--- config.mk ---
export PLATFORM = sky130hd
export DESIGN_NAME = serial_sub
export DESIGN_NICKNAME = d
export VERILOG_FILES = /design/src/rtl/serial_sub_full_sub.sv /design/src/rtl/serial_sub.sv
export SDC_FILE = /design/constraint.sdc
export NUM_CORES = 1
export LEC_CHECK = 0
export ABC_AREA = 0
export CORE_UTILIZATION = 45
export DETAILED_ROUTE_END_ITERATION = 10
export PLACE_DENSITY = 0.7
export SLEW_MARGIN = 20
export SYNTH_ARGS = -nofsm -noshare
export SYNTH_HDL_FRONTEND = slang
export SYNTH_SLANG_ARGS = --single-unit
--- constraint.sdc ---
create_clock -name clk -period 2.54 [get_ports clk]
set_clock_uncertainty 0.05 [all_clocks]
set_input_delay 0.508 -clock clk [delete_from_list [all_inputs] [get_ports clk]]
set_output_delay 0.508 -clock clk [all_outputs]
set_load 0.05 [all_outputs]
--- src/rtl/serial_sub_full_sub.sv ---
// Full-subtract cell for the bit-serial subtractor.
// It is built from two half subtractors. The borrows from the two stages
// are ORed together to form the cell's borrow out.

module half_sub (
  input  logic i_x,
  input  logic i_y,
  output logic o_d,
  output logic o_b
);

  assign o_d = i_x ^ i_y;
  assign o_b = ~i_x & i_y;

endmodule

module full_sub (
  input  logic a,
  input  logic b,
  input  logic bin,
  output logic d,
  output logic bout
);

  logic w_d1;
  logic w_b1;
  logic w_b2;

  half_sub u_hs0 (
    .i_x (a),
    .i_y (b),
    .o_d (w_d1),
    .o_b (w_b1)
  );

  half_sub u_hs1 (
    .i_x (w_d1),
    .i_y (bin),
    .o_d (d),
    .o_b (w_b2)
  );

  assign bout = w_b1 | w_b2;

endmodule

--- src/rtl/serial_sub.sv ---
// Bit-serial subtractor. It computes (a - b) mod 2^WIDTH one bit per clock,
// starting with the LSB.
// The operands are latched on the accept edge. The result is then built up
// over WIDTH RUN edges and held in DONE until the consumer takes it.
//
// state | meaning
// IDLE  | waiting for an operand pair (in_ready = 1)
// RUN   | processing one bit per edge, LSB first
// DONE  | result valid, held until out_ready

module serial_sub #(
  parameter int WIDTH = 8
) (
  input  logic             clk,
  input  logic             rst,
  input  logic             in_valid,
  output logic             in_ready,
  input  logic [WIDTH-1:0] a,
  input  logic [WIDTH-1:0] b,
  output logic             out_valid,
  input  logic             out_ready,
  output logic [WIDTH-1:0] diff,
  output logic             brow
);

  localparam int CW = $clog2(WIDTH + 1);
  localparam logic [CW-1:0] LAST_CNT = CW'(WIDTH - 1);

  typedef enum logic [1:0] {
    IDLE = 2'd0,
    RUN  = 2'd1,
    DONE = 2'd2
  } state_t;

  state_t           r_state;
  state_t           w_state_nxt;
  logic [WIDTH-1:0] r_a_sr;
  logic [WIDTH-1:0] r_b_sr;
  logic [WIDTH-1:0] r_diff;
  logic [WIDTH-1:0] w_diff_shift;
  logic             r_borrow;
  logic             r_brow;
  logic [CW-1:0]    r_cnt;
  logic             w_d;
  logic             w_bout;
  logic             w_accept;
  logic             w_last;

  assign w_accept = in_valid && (r_state == IDLE);
  assign w_last   = (r_cnt == LAST_CNT);

  full_sub u_full_sub (
    .a    (r_a_sr[0]),
    .b    (r_b_sr[0]),
    .bin  (r_borrow),
    .d    (w_d),
    .bout (w_bout)
  );

  // Next-state decode: accept, finish after the last bit, release on handshake.
  always_comb begin
    w_state_nxt = r_state;
    case (r_state)
      IDLE:    if (in_valid) w_state_nxt = RUN;
      RUN:     if (w_last) w_state_nxt = DONE;
      DONE:    if (out_ready) w_state_nxt = IDLE;
      default: w_state_nxt = IDLE;
    endcase
  end

  // Shift diff right and place the new bit at the MSB.
  // Written this way so that it also works when WIDTH is 1.
  always_comb begin
    w_diff_shift = r_diff >> 1;
    w_diff_shift[WIDTH-1] = w_d;
  end

  // State register.
  always_ff @(posedge clk or posedge rst) begin
    if (rst) r_state <= IDLE;
    else     r_state <= w_state_nxt;
  end

  // Datapath: load on accept, then do one full-subtract step per RUN edge.
  always_ff @(posedge clk or posedge rst) begin
    if (rst) begin
      r_a_sr   <= '0;
      r_b_sr   <= '0;
      r_diff   <= '0;
      r_borrow <= 1'b0;
      r_brow   <= 1'b0;
      r_cnt    <= '0;
    end else if (w_accept) begin
      r_a_sr   <= a;
      r_b_sr   <= b;
      r_diff   <= '0;
      r_borrow <= 1'b0;
      r_cnt    <= '0;
    end else if (r_state == RUN) begin
      r_a_sr   <= r_a_sr >> 1;
      r_b_sr   <= r_b_sr >> 1;
      r_diff   <= w_diff_shift;
      r_borrow <= w_bout;
      r_cnt    <= r_cnt + CW'(1);
      if (w_last) r_brow <= w_bout;
    end
  end

  assign in_ready  = (r_state == IDLE);
  assign out_valid = (r_state == DONE);
  assign diff      = r_diff;
  assign brow      = r_brow;

endmodule

# Word-level counts from Yosys, hierarchy flattened
# Cells that the tools add are included.
# W data, S select, Z words.
[word_totals]
ff_bits = 32
inputBits = 20
output_inout_bits = 11
[op_classes]
n_addsub = 1
eq_ne = 6
muxes = 14
bitwise_logic = 8
reduce_logical = 5
[op_table]
columns = ["operator", "count"]
rows = [
  ["$mux W8", 6],
  ["$mux W4", 2],
  ["$mux W2", 3],
  ["$pmux W2 S3", 1],
  ["$reduce_and A3 Y1", 2],
  ["$add A4 B1 Y4 const B", 1],
  ["$eq A4 B3 Y1 const B", 1],
  ["$ne A2 B2 Y1 const B", 2],
  ["$not A1 Y1", 3],
  ["$and A1 B1 Y1", 2],
  ["$eq A2 B1 Y1 const B", 1],
  ["$eq A2 B2 Y1 const B", 1],
  ["$logic_not A2 Y1", 1],
  ["$mux W1", 2],
  ["$ne A2 B1 Y1 const B", 1],
  ["$reduce_bool A2 Y1", 1],
  ["$xor A1 B1 Y1", 2],
  ["$logic_and A1 B1 Y1", 1],
  ["$or A1 B1 Y1", 1],
]

# Longest topological paths before layout
[logic_depth]
word_depth = 6
mapped_depth = 5

# Hierarchy
# A second synthesis with hierarchy kept.
[unflattened]
cells_unflattened = 148
hier_area_um2 = 1433.9
[by_module_without_submodules]
columns = ["module", "instances", "cells_per_inst", "area_each_um2"]
rows = [
  ["serial_sub", 1, 141, 1387.6],
  ["half_sub", 2, 3, 20.0],
  ["full_sub", 1, 1, 6.3],
]

# Worst setup path after synthesis
# No wires, ideal clock.
[synth_timing]
kind = "register to output"
from = "register r_state[0]"
to = "output port in_ready"
arrival_time_ps = 1078
required_ps = 1982
path_slack_ps = 904
stages_incl_launch_ff = 2
n_path_buf = 0
cell_sequence = "dfrtp_1 > nor2_1"
[synth_between]
elab_chain_len = 1
[synth_rtl]
columns = ["item", "line_no", "rtl"]
rows = [
  ["from (decl)", "serial_sub.sv:35", "state_t r_state;"],
  ["from (signal assigned)", "serial_sub.sv:81", "else r_state <= w_state_nxt;"],
  ["$logic_not A2 Y1", "serial_sub.sv:109", "assign in_ready = (r_state == IDLE);"],
  ["to (decl)", "serial_sub.sv:17", "output logic in_ready,"],
]
# No other way between the ends.

# Worst setup path in the final report
[layout_timing]
from = "register r_state[0]"
to = "output port out_valid"
[layout_between]
elab_chain_len = 1
[layout_rtl]
columns = ["item", "line_no", "rtl"]
rows = [
  ["$eq A2 B2 Y1", "serial_sub.sv:110", "assign out_valid = (r_state == DONE);"],
  ["to (decl)", "serial_sub.sv:20", "output logic out_valid,"],
]
# No other way between the ends.

==> results.yml <==
route:
  vias: 1078
  drt_iter0_drc: 31
  route.detailed.drc: 0
  antenna_left: 0
  drt_wl_total_um: 2614
  viasPerCell: 5.233
  routedWlPerCell_um: 12.69
  firstDrtPassIters: 6
place:
  dp_hpwl_um: 1784
  gp_congestion: 0.6784
  io_buffers: 30
  place_ws_ps: 543.9
synthesis:
  synth-compound-area-share_pct: 14.72
  yosys.area_share.adder_pct: 2.319
  synth_cell_types: 25
  yosysWarnings: 0
  netlist_area_um2: 1403
  synth-xor-area-share_pct: 0
  yosysSeqAreaShare_pct: 57.09
  netlist_top_cells_area: "dfrtp_1, nand2_1, a22oi_1"
  yosys_register_bits: 32
  yosys.area.top_type_share_pct: 57.09
  syn-instance-count: 142
  synth.mux.area_fraction_pct: 1.517
  avgSynthCellArea_um2: 9.877
  synth_fp_nets: 164
  synth_simple_gate_area_share_pct: 19.09
  synth_top_family_by_area: "simple AND/OR/NAND/NOR gates"
  yosys.area.top_type: "dfrtp_1"
clock_tree:
  ctsHtreeMaxLevel: 2
  cts.sinks: 32
  clock_latency_ps: 330
  cts_buffers: 5
  postCtsSetupBuffers: 0
  cts_tree: "yes"
  post_cts_resized: 0
  clk_path_buf_depth: 2
  cts-root-buf: "clkbuf_4"
  clkTransAtPathRegs_ps: 90
  cts_hold_buf: 0
global_route:
  grt_max_degree: 33
  grt_pass1_wl_um: 4609
  grt_overflow: 0
  antenna_found_initial: 0
  grt_pass1_vias: 1100
  grt_usage_pct: 18.61
sta:
  hold_violations: 0
  max_freq_ghz: 0.4237
  slew_violations: 0
  relSlewSlack_pct: 58.29
  worst_slack_ps: 180.0
  finalSetupViolCount: 0
  tns_ps: 0
  grt_setup_unrepaired: "false"
  fin_crit_ps: 2360
  finalCritPeriodShare_pct: 92.91
  worstMarginPinSlew_ps: 622.9
critical_path:
  cp_cell_sequence: "nand2b_1, inv_1, clkdlybuf4s50_1"
  cp_max_fo: 6
  ff2ff_setup_slack_ps: 950
  arrival_ps: 1800
  cp-start-kind: "flip-flop"
  crit_buf_inv: 2
  crit_required_ps: 1980
  r2r-start: "r_state[0]"
  r2r_end: "r_a_sr[5]"
  cp-end-kind: "output port"
  path_class: "flip-flop to output port"
  slowest_delay_ps: 790
  path_delay_family: "buffers and inverters"
  cpMaxStageDelayCell: "clkdlybuf4s50_1"
  worstRegToRegCells: 4
floorplanning:
  initial_core_util_pct: 49.17
  pin_count: 31
  die_area_um2: 3344
  die-width_um: 57.83
  coreArea_um2: 2853
  die_h_um: 57.83
  rows: 19
worst_hold_path:
  hp-start: "r_a_sr[0]"
  hold_end: "r_a_sr[0]"
  whs_path_depth: 2
  hp-class: "flip-flop to flip-flop"
cells_and_area:
  syn_to_final_growth_pct: 26.23
  final_nets: 196
  final_common_cell: "nand2_1"
  drive_gt1_share_pct: 9.143
  most-common-layout-cells: "nand2_1, dfrtp_1, clkdlybuf4s50_1, a22oi_1, o21ai_0"
  antenna_cells: 0
power_and_ir_drop:
  power.density_nw_per_um2: 1219
  ir_drop_v: 0.0004803
  total_leakage_power_nw: 0.8420
outcome:
  outcome: "complete, no violations"
run:
  drv_cap: 0
[worst max-delay path by stage]
stage	start	endpoint	depth (start not counted)
floorplan	r_state[0]	in_ready	1
global placement	r_state[0]	out_valid	3
detailed placement	r_state[0]	out_valid	3
CTS	r_state[0]	out_valid	3
global route	r_state[0]	out_valid	3
finish	r_state[0]	out_valid	3
[worst reg2reg max path, delay by kind of cell, from the launching register on]
family	cells	cell delay [ps]
simple gates	2	650
compound gates	1	110
buf+inv	1	300
flops	1	440
[through the flow]
step	utilization [%]	std cells	power, mW	instance area (um2)	hold slack (ps)
6_report	62.06	206	2.157	1770	434.1
5_1_grt	62.06	206	2.338	1770	463.2
4_1_cts	62.06	206	2.186	1770	436.7
3_5_place_dp	59.91	198	1.879	1709	412.9
3_3_place_gp	59.91	198	1.834	1709	408.5
2_1_floorplan	-	142	1.611	1403	388.7
[kinds of logic after synthesis]
group / count (synthesis)
adder cells (fa/ha/maj): 2
buffers and inverters: 12
multiplexers: 2
AND/OR/NAND/NOR: 62
flip-flops: 32
AO/OA/AOI/OAI: 32
[metal layers]
layer / global-route usage [%] / part of all wire [%] / vias to the layer above
li1: - / - / 536
met3: 7.366 / 4.9 / 7
met2: 31.53 / 51 / 24
met5: 0 / 0 / -
met1: 21.15 / 43 / 511
met4: 7.143 / 1.7 / 0
[flip-flops by register name, summed over array words and instances (netlist names)]
name      count
r_a_sr        8
diff          8
r_state       2
brow          1
r_cnt         4
r_b_sr        8
r_borrow      1
[final cells by class]
cell class,instances,area (um2)
clock buffer,6,51.30
clock inverter,2,10.01
fill,255,1082
inverter,3,11.26
multi-input combinational,98,528.0
sequential,32,800.8
tap,31,38.79
timing repair buffer,34,330.3
[Yosys cell counts]
master	instances
o21ai_0	7
fa_1	1
nand2_1	52
nor3b_2	1
mux2i_1	1
clkbuf_1	1
buf_6	1
a22oi_1	14
nand2b_1	3
dfrtp_1	32
ha_1	1
nand2_2	1
nor2_1	1
nand4_1	1
and3b_1	1
o22ai_1	1
inv_1	3
nor3b_1	1
mux2_2	1
buf_2	2
buf_4	5
o21ai_1	6
a21o_1	1
nor2b_2	1
o21bai_1	3
[report_power, final]
part	switching (mW)	leakage (nW)	internal, mW
sequential	0.140	0.411	0.726
clock	0.173	0.0380	0.131
combinational	0.615	0.393	0.373
total	0.928	0.842	1.23
Power figures use the tool's default switching activity.
